--- src/rtl/wb_port_arbiter.sv ---
// wb_port_arbiter: shares the GPR write port between the WB stage and a 2-deep divider result FIFO
module wb_port_arbiter #(
    parameter int STARVE_LIMIT = 4
) (
    input  logic        clk,
    input  logic        reset,
    input  logic        pipe_we,
    input  logic [4:0]  pipe_waddr,
    input  logic [31:0] pipe_wdata,
    output logic        pipe_stall,
    input  logic        div_valid,
    input  logic [4:0]  div_waddr,
    input  logic [31:0] div_wdata,
    output logic        div_ready,
    output logic        rf_we,
    output logic [4:0]  rf_waddr,
    output logic [31:0] rf_wdata,
    output logic        buf_empty
);
    localparam int SW = $clog2(STARVE_LIMIT + 1);
    localparam logic [SW-1:0] LIMIT = SW'(STARVE_LIMIT);

    logic [1:0]    val_q, val_d;
    logic [4:0]    addr_q [2];
    logic [4:0]    addr_d [2];
    logic [31:0]   data_q [2];
    logic [31:0]   data_d [2];
    logic          rd_q, rd_d, wr_q, wr_d;
    logic [1:0]    occ_q, occ_d;
    logic [SW-1:0] starve_q, starve_d;
    logic          live, head_good, grant_fifo, pipe_grant, pop, enq;
    logic [1:0]    kill;

    // arbitration: pipeline wins unless idle or the buffered head has waited STARVE_LIMIT cycles
    always_comb begin
        live       = pipe_we && pipe_waddr != 5'd0;
        head_good  = occ_q != 2'd0 && val_q[rd_q] && addr_q[rd_q] != 5'd0;
        grant_fifo = head_good && (!live || starve_q == LIMIT);
        pipe_grant = live && !grant_fifo;
        pop        = grant_fifo || (occ_q != 2'd0 && !head_good);
        enq        = div_valid && div_ready;
        kill       = {2{pipe_grant}} & {addr_q[1] == pipe_waddr, addr_q[0] == pipe_waddr};
    end

    assign div_ready  = occ_q != 2'd2;
    assign buf_empty  = occ_q == 2'd0;
    assign pipe_stall = grant_fifo && live;
    assign rf_we      = grant_fifo || pipe_grant;
    assign rf_waddr   = grant_fifo ? addr_q[rd_q] : pipe_grant ? pipe_waddr : 5'd0;
    assign rf_wdata   = grant_fifo ? data_q[rd_q] : pipe_grant ? pipe_wdata : 32'd0;

    // next state: kill on pipeline WAW, pop head, append new divider result, track starvation
    always_comb begin
        val_d  = val_q & ~kill;
        addr_d = addr_q;
        data_d = data_q;
        rd_d   = pop ? ~rd_q : rd_q;
        wr_d   = enq ? ~wr_q : wr_q;
        occ_d  = occ_q + {1'b0, enq} - {1'b0, pop};
        if (pop) val_d[rd_q] = 1'b0;
        if (enq) begin
            val_d[wr_q]  = !(pipe_grant && div_waddr == pipe_waddr);
            addr_d[wr_q] = div_waddr;
            data_d[wr_q] = div_wdata;
        end
        starve_d = (grant_fifo || occ_q == 2'd0) ? '0 :
                   (head_good && starve_q != LIMIT) ? starve_q + SW'(1) : starve_q;
    end

    // state registers with synchronous reset of pointers, occupancy, valids and starvation count
    always_ff @(posedge clk) begin
        if (reset) begin
            val_q    <= '0;
            rd_q     <= 1'b0;
            wr_q     <= 1'b0;
            occ_q    <= '0;
            starve_q <= '0;
        end else begin
            val_q    <= val_d;
            rd_q     <= rd_d;
            wr_q     <= wr_d;
            occ_q    <= occ_d;
            starve_q <= starve_d;
        end
        addr_q <= addr_d;
        data_q <= data_d;
    end
endmodule

--- config.mk ---
export PLATFORM = sky130hd
export DESIGN_NAME = wb_port_arbiter
export DESIGN_NICKNAME = d
export VERILOG_FILES = /design/src/rtl/wb_port_arbiter.sv
export SDC_FILE = /design/constraint.sdc
export NUM_CORES = 1
export LEC_CHECK = 0
export ABC_AREA = 1
export CAP_MARGIN = 0
export CORE_MARGIN = 2
export CORE_UTILIZATION = 35
export DETAILED_ROUTE_END_ITERATION = 10
export SETUP_SLACK_MARGIN = 0.05
export SLEW_MARGIN = 20
export SYNTH_ARGS = -nofsm -noshare
export SYNTH_HDL_FRONTEND = slang
export SYNTH_SLANG_ARGS = --single-unit
--- constraint.sdc ---
create_clock -name clk -period 5.66 [get_ports clk]
set_input_delay 0.566 -clock clk [delete_from_list [all_inputs] [get_ports clk]]
set_output_delay 0.566 -clock clk [all_outputs]
set_load 0.03 [all_outputs]
======== Word-level counts from Yosys, hierarchy flattened ========
Index checks and enable logic that the tools add are counted.
cells by class
  add/subtract/negate cells ............... 3
  order comparisons ....................... 7
  equal/unequal tests ..................... 6
  muxes and demuxes ....................... 25
  bitwise gates (word level) .............. 9
  reduce and logical (&&, ||, !) cells .... 26
operators with widths
  cell                                                         number
  two-way mux 32 bit                                           6
  bitwise mux 64 bit                                           1
  demux 32 bit (select 1 bit)                                  1
  two-way mux 5 bit                                            6
  equality test 5 bit                                          3
  logical AND 1 bit                                            13
  bitwise mux 10 bit                                           1
  nonzero test 5 bit                                           2
  bitwise AND 2 bit                                            3
  demux 5 bit (select 1 bit)                                   1
  >= comparator 2 bit (second input constant)                  2
  zero test 1 bit                                              4
  logical OR 1 bit                                             4
  less-than comparator 1 x 2 -> 1 bit (second input constant)  2
  two-way mux 1 bit                                            4
  two-way mux 2 bit                                            2
  NOT 1 -> 2 bit                                               2
  NOT 2 bit                                                    2
  adder 3 x 1 -> 3 bit (second input constant)                 1
  equality test 3 bit (second input constant)                  1
  != test 3 bit (second input constant)                        1
  adder 2 x 1 -> 2 bit                                         1
  bitwise mux 2 bit                                            1
  demux 1 bit (select 1 bit)                                   2
  other kinds (8)                                              10
storage, ports and cells
  bits in registers ....................... 83
  input port bits ......................... 78
  output and inout bits ................... 41
  logic and storage cells ................. 85

======== Depth between registers and ports, before layout ========
  word-level depth ........................ 16
  gate-level depth with buffers ........... 15
  mapped depth without buffers ............ 14

======== Worst setup path after synthesis ========
OpenSTA, ideal clock, no wires.
  kind .................................... register -> register
  from .................................... register occ_q[0]
  to ...................................... register val_q[0]
  library setup time ...................... 0.119 ns
  data arrival time ....................... 2.856 ns
  setup slack ............................. 2.685 ns
  stages on the path, launching flop included .. 10
  clock period less this slack ............ 2.975 ns
  cells stage by stage .................... dfxtp_1 > inv_1 > nand2_1 > nand2_1 > nor2_1 > inv_1 > nand2_1 > inv_1 > nand3_1 > a21oi_1
between the ends
  elaborated cells between the ends (all ways) .. 20
  those cells by class .................... eq/ne (1); mux (3); bitwise (4); reduce/logical (12)
RTL lines
  item                    RTL line  RTL
  start, declared         29        logic [1:0] occ_q, occ_d;
  start signal, assigned  76        occ_q <= '0;
  start signal, assigned  82        occ_q <= occ_d;
  != test 2 bit           45        assign div_ready = occ_q != 2'd2;
  net div_ready           14        output logic div_ready,
  logical AND 1 bit       41        enq = div_valid && div_ready;
  two-way mux 2 bit       61        if (enq) begin
  end signal, assigned    79        val_q <= val_d;
  end, declared           23        logic [1:0] val_q, val_d;
The timed path passes the listed nets, and every way through them passes these cells.
A chain may end at the register's enable or synchronous reset.

======== Worst setup path after layout ========
  from .................................... register rd_q
  to ...................................... output port rf_wdata[31]
between the ends
  word-level cells in the longest chain between the ends .. 11
  elaborated cells between the ends (all ways) .. 17
  those cells by class .................... mux (10); bitwise (1); reduce/logical (6)
ends and longest elaborated chain
  item                                                   RTL line  RTL
  start, declared                                        28        logic rd_q, rd_d, wr_q, wr_d;
  start signal, assigned                                 80        rd_q <= rd_d;
  NOT 1 -> 2 bit (implied by the code)                   37, 50
  two-way mux 5 bit (implied by the code) (3 in series)  37        head_good = occ_q != 2'd0 && val_q[rd_q] && addr_q[rd_q] != 5'd0;
  nonzero test 5 bit                                     37
  logical AND 1 bit                                      37
  logical AND 1 bit                                      38        grant_fifo = head_good && (!live || starve_q == LIMIT);
  zero test 1 bit                                        39        pipe_grant = live && !grant_fifo;
  logical AND 1 bit                                      39
  two-way mux 32 bit                                     50        assign rf_wdata = grant_fifo ? data_q[rd_q] : pipe_grant ? pipe_wdata : 32'd0;
  two-way mux 32 bit (*)                                 50
  end, declared                                          17        output logic [31:0] rf_wdata,
Every way passes the cells marked *; elsewhere a longest branch is shown, timed or not. The select of a mux whose other input is x is not followed.

==> results.ini <==
[clock_tree]
cts_buffers=9
cts-root-buf=clkbuf_8
ctsResizeCount=0
path_clk_slew_ns=0.08
cts_tree=built
post_cts_buffers=0
cts_buffer_depth=2
cts_max_level=3
clock_sinks=83
ctsHoldBuffers=0
clock_latency_ns=0.35

[critical_path]
regToRegSetupSlack_ns=2.87
start_kind=register
crit_path_end_kind=primary output
crit_path_max_fanout=34
ff2ff_path_depth=14
r2r_start=rd_q$_SDFFE_PP0N_
r2r_end=occ_q[1]$_SDFF_PP0_
cp_cell_sequence=inv_2 -> nand2_1 -> nand2_1 -> nor2_1 -> nand3_2 -> nand3_2 -> buf_4 -> nand3_1 -> o31ai_1 -> clkdlybuf4s50_1
max_stage_delay_ns=0.87
slowest_stage=dfxtp_1
crit_arrival_ns=3.71
cp.required_ns=5.09
critPathKind=reg -> out

[floorplanning]
initial_utilization=0.358
core_um2=10800
die_y_um=109
ios=119
die_area_um2=11900
die_x_um=109
core.rowCount=38

[grt]
grt_pass1_wl_um=15600
grt_overflow=0
grt_pass1_vias=3146
grt_max_degree=41
antenna_found_initial=0
grt_usage=0.174

[sta]
tns_ns=0
tightestPinTransition_ns=0.826
fin_skew_ns=0.00755
slew-limit-headroom=0.448
setup_violations=0
rsz0062_at_grt=no
fin_crit_sh=0.755
drv_slew=0
max_freq_mhz=234
finalHoldViolations=0
min_period_ns=4.27

[route]
drtIter0Drc=168
drc=0
vias_per_cell=4.96
drt_wl_total_um=9880
ant_nets=0
first_pass_iters=4
routed-via-count=3072
detail_route.wl_per_cell_um=16.0

[synth]
synth_mux_area_frac=0
ys_seq_elements=83
synth-compound-area-share=0.0832
yosysTopAreaCellShare=0.575
synth_area_leader_cell=edfxtp_1
synth-seq-area-share=0.622
netlist_area_um2=3860
synth-simple-area-share=0.191
synthAdderAreaFrac=0.0130
synth-xor-area-share=0.0385
syn-num-nets=445
synth.top_cells.by_area=edfxtp_1 58%, nor2_1 7.6%, nand3_1 6.3%
netlist_instances=363
avgSynthCellArea_um2=10.6
synth_top_family_by_area=simple AND/OR/NAND/NOR gates
yosysWarnings=0
synth.distinct_cells=25

[cells_and_area]
seq_area_um2=2400
diodes=0
final_cells=619
drive_gt1_frac=0.0647
multiInputGateArea_um2=1270
nNetsFinal=556
fillers=996
area_growth_pct=38.6

[placed_design]
gp_congestion=0.784
portBuffers=118
dp.cells=603
dp_hpwl_um=6740

[outcome]
status=completed

[power_and_ir_drop]
switching_share=0.356
seqPwrFrac=0.419
power.density_nw_per_um2=365
clkPwrFrac=0.240
ir_drop_v=0.000237
p_comb_frac=0.341
power.internal_mw=1.26
switching_power_uw=695
p_leak_nw=1.96

[run]
max-cap-violations=0

[worst_hold_path]
hp-class=reg -> reg
holdPathEnd=occ_q[1]$_SDFF_PP0_
min_from=occ_q[1]$_SDFF_PP0_
hold_depth=1

## power groups by stage
stage / clock network (mW) / registers [mW] / logic [mW]
global route: 0.501 / 0.828 / 0.734
CTS: 0.477 / 0.818 / 0.674
finish: 0.469 / 0.818 / 0.667
floorplan: 0 / 0.809 / 0.440
detailed placement: 0 / 0.832 / 0.669
global placement: 0 / 0.830 / 0.670
## metrics by stage
| step | setup slack [ns] | hold slack (ns) | utilization | power [mW] | area [um^2] |
|---|---|---|---|---|---|
| 2_1_floorplan | 2.69 | 0.444 | - | 1.25 | 3860 |
| 3_3_place_gp | 1.74 | 0.461 | 0.476 | 1.50 | 5140 |
| 3_5_place_dp | 1.72 | 0.470 | 0.476 | 1.50 | 5140 |
| 4_1_cts | 1.38 | 0.487 | 0.496 | 1.97 | 5360 |
| 5_1_grt | 1.08 | 0.508 | 0.496 | 2.06 | 5360 |
| 6_report | 1.39 | 0.495 | 0.496 | 1.95 | 5360 |
## Yosys cell counts
master	number
or2_1	1
nand3b_1	1
o21ai_1	2
buf_6	6
o31ai_1	31
o21ai_0	2
a211oi_2	1
xnor2_1	8
nand3_1	49
clkbuf_1	16
buf_2	1
nor3_1	1
nor2_1	78
xor2_1	9
dfxtp_1	9
inv_2	3
ha_1	4
nand3_2	3
buf_4	1
nand2_1	40
edfxtp_1	74
o31ai_2	1
a21oi_2	1
a21oi_1	7
inv_1	14
## flip-flops by register name (all words and copies together), names as in the netlist
name / cells
data_q: 64
wr_q: 1
addr_q: 10
val_q: 2
rd_q: 1
starve_q: 3
occ_q: 2
## worst max path at each step
| stage | slack (ns) | cells after the start | startpoint | endpoint |
|---|---|---|---|---|
| floorplan | 2.69 | 9 | occ_q[0]$_SDFF_PP0_ | val_q[0]$_SDFF_PP0_ |
| global placement | 1.74 | 8 | pipe_waddr[2] | rf_wdata[31] |
| detailed placement | 1.72 | 8 | pipe_waddr[0] | rf_wdata[31] |
| CTS | 1.38 | 10 | rd_q$_SDFFE_PP0N_ | rf_wdata[31] |
| global route | 1.08 | 10 | rd_q$_SDFFE_PP0N_ | rf_wdata[15] |
| finish | 1.39 | 10 | rd_q$_SDFFE_PP0N_ | rf_wdata[31] |
## final cells by class
cell class,count,area share
clock buffer,10,0.0238
sequential,83,0.448
multi-input combinational,239,0.238
tap,140,0.0327
clock inverter,6,0.0166
inverter,17,0.0119
timing repair buffer,124,0.229
## metal layers
| metal | global-route usage | up-vias | part of all wire |
|---|---|---|---|
| met1 | 0.224 | 1447 | 0.45 |
| met5 | 0 | - | 0 |
| li1 | - | 1492 | - |
| met3 | 0.0562 | 14 | 0.077 |
| met4 | 0.0531 | 0 | 0.013 |
| met2 | 0.279 | 119 | 0.46 |
## critical path: cells and delay by family, from the launching register on
family | cells | cell delay [ns]
DFF | 1 | 0.87
AOI/OAI and AO/OA | 1 | 0.14
buffers and inverters | 3 | 1.45
and+or+nand+nor | 6 | 0.90
## kinds of logic (layout without fill, tap and decap cells)
kind of cell,after synthesis,in the layout
XOR/XNOR,17,17
AND/OR/NAND/NOR,173,173
buffers and inverters,41,157
AO/OA/AOI/OAI,45,45
flip-flops,83,83
adder cells (fa/ha/maj),4,4
## cells in the final DEF, fill, tap and decap left out
cell / synthesis / routed
o21ai_0: 2 / 2
xnor2_1: 8 / 8
dfxtp_1: 9 / 9
o31ai_2: 1 / 1
ha_1: 4 / 4
a211oi_2: 1 / 1
nand3_2: 3 / 3
clkbuf_8: 0 / 9
a21oi_2: 1 / 1
nand3b_1: 1 / 1
nand2_1: 40 / 40
bufinv_16: 0 / 2
nor2_4: 0 / 2
o21ai_1: 2 / 2
nor3_1: 1 / 1
inv_6: 0 / 1
clkinv_1: 0 / 1
clkdlybuf4s50_1: 0 / 118
inv_2: 3 / 3
or2_1: 1 / 1
clkbuf_1: 16 / 1
a21oi_1: 7 / 7
nand3_1: 49 / 49
buf_4: 1 / 6
clkinv_4: 0 / 1
o31ai_1: 31 / 31
clkinvlp_4: 0 / 1
nor2_1: 78 / 76
inv_1: 14 / 14
edfxtp_1: 74 / 74
xor2_1: 9 / 9
Note: power is estimated with default switching activity, not from simulation.
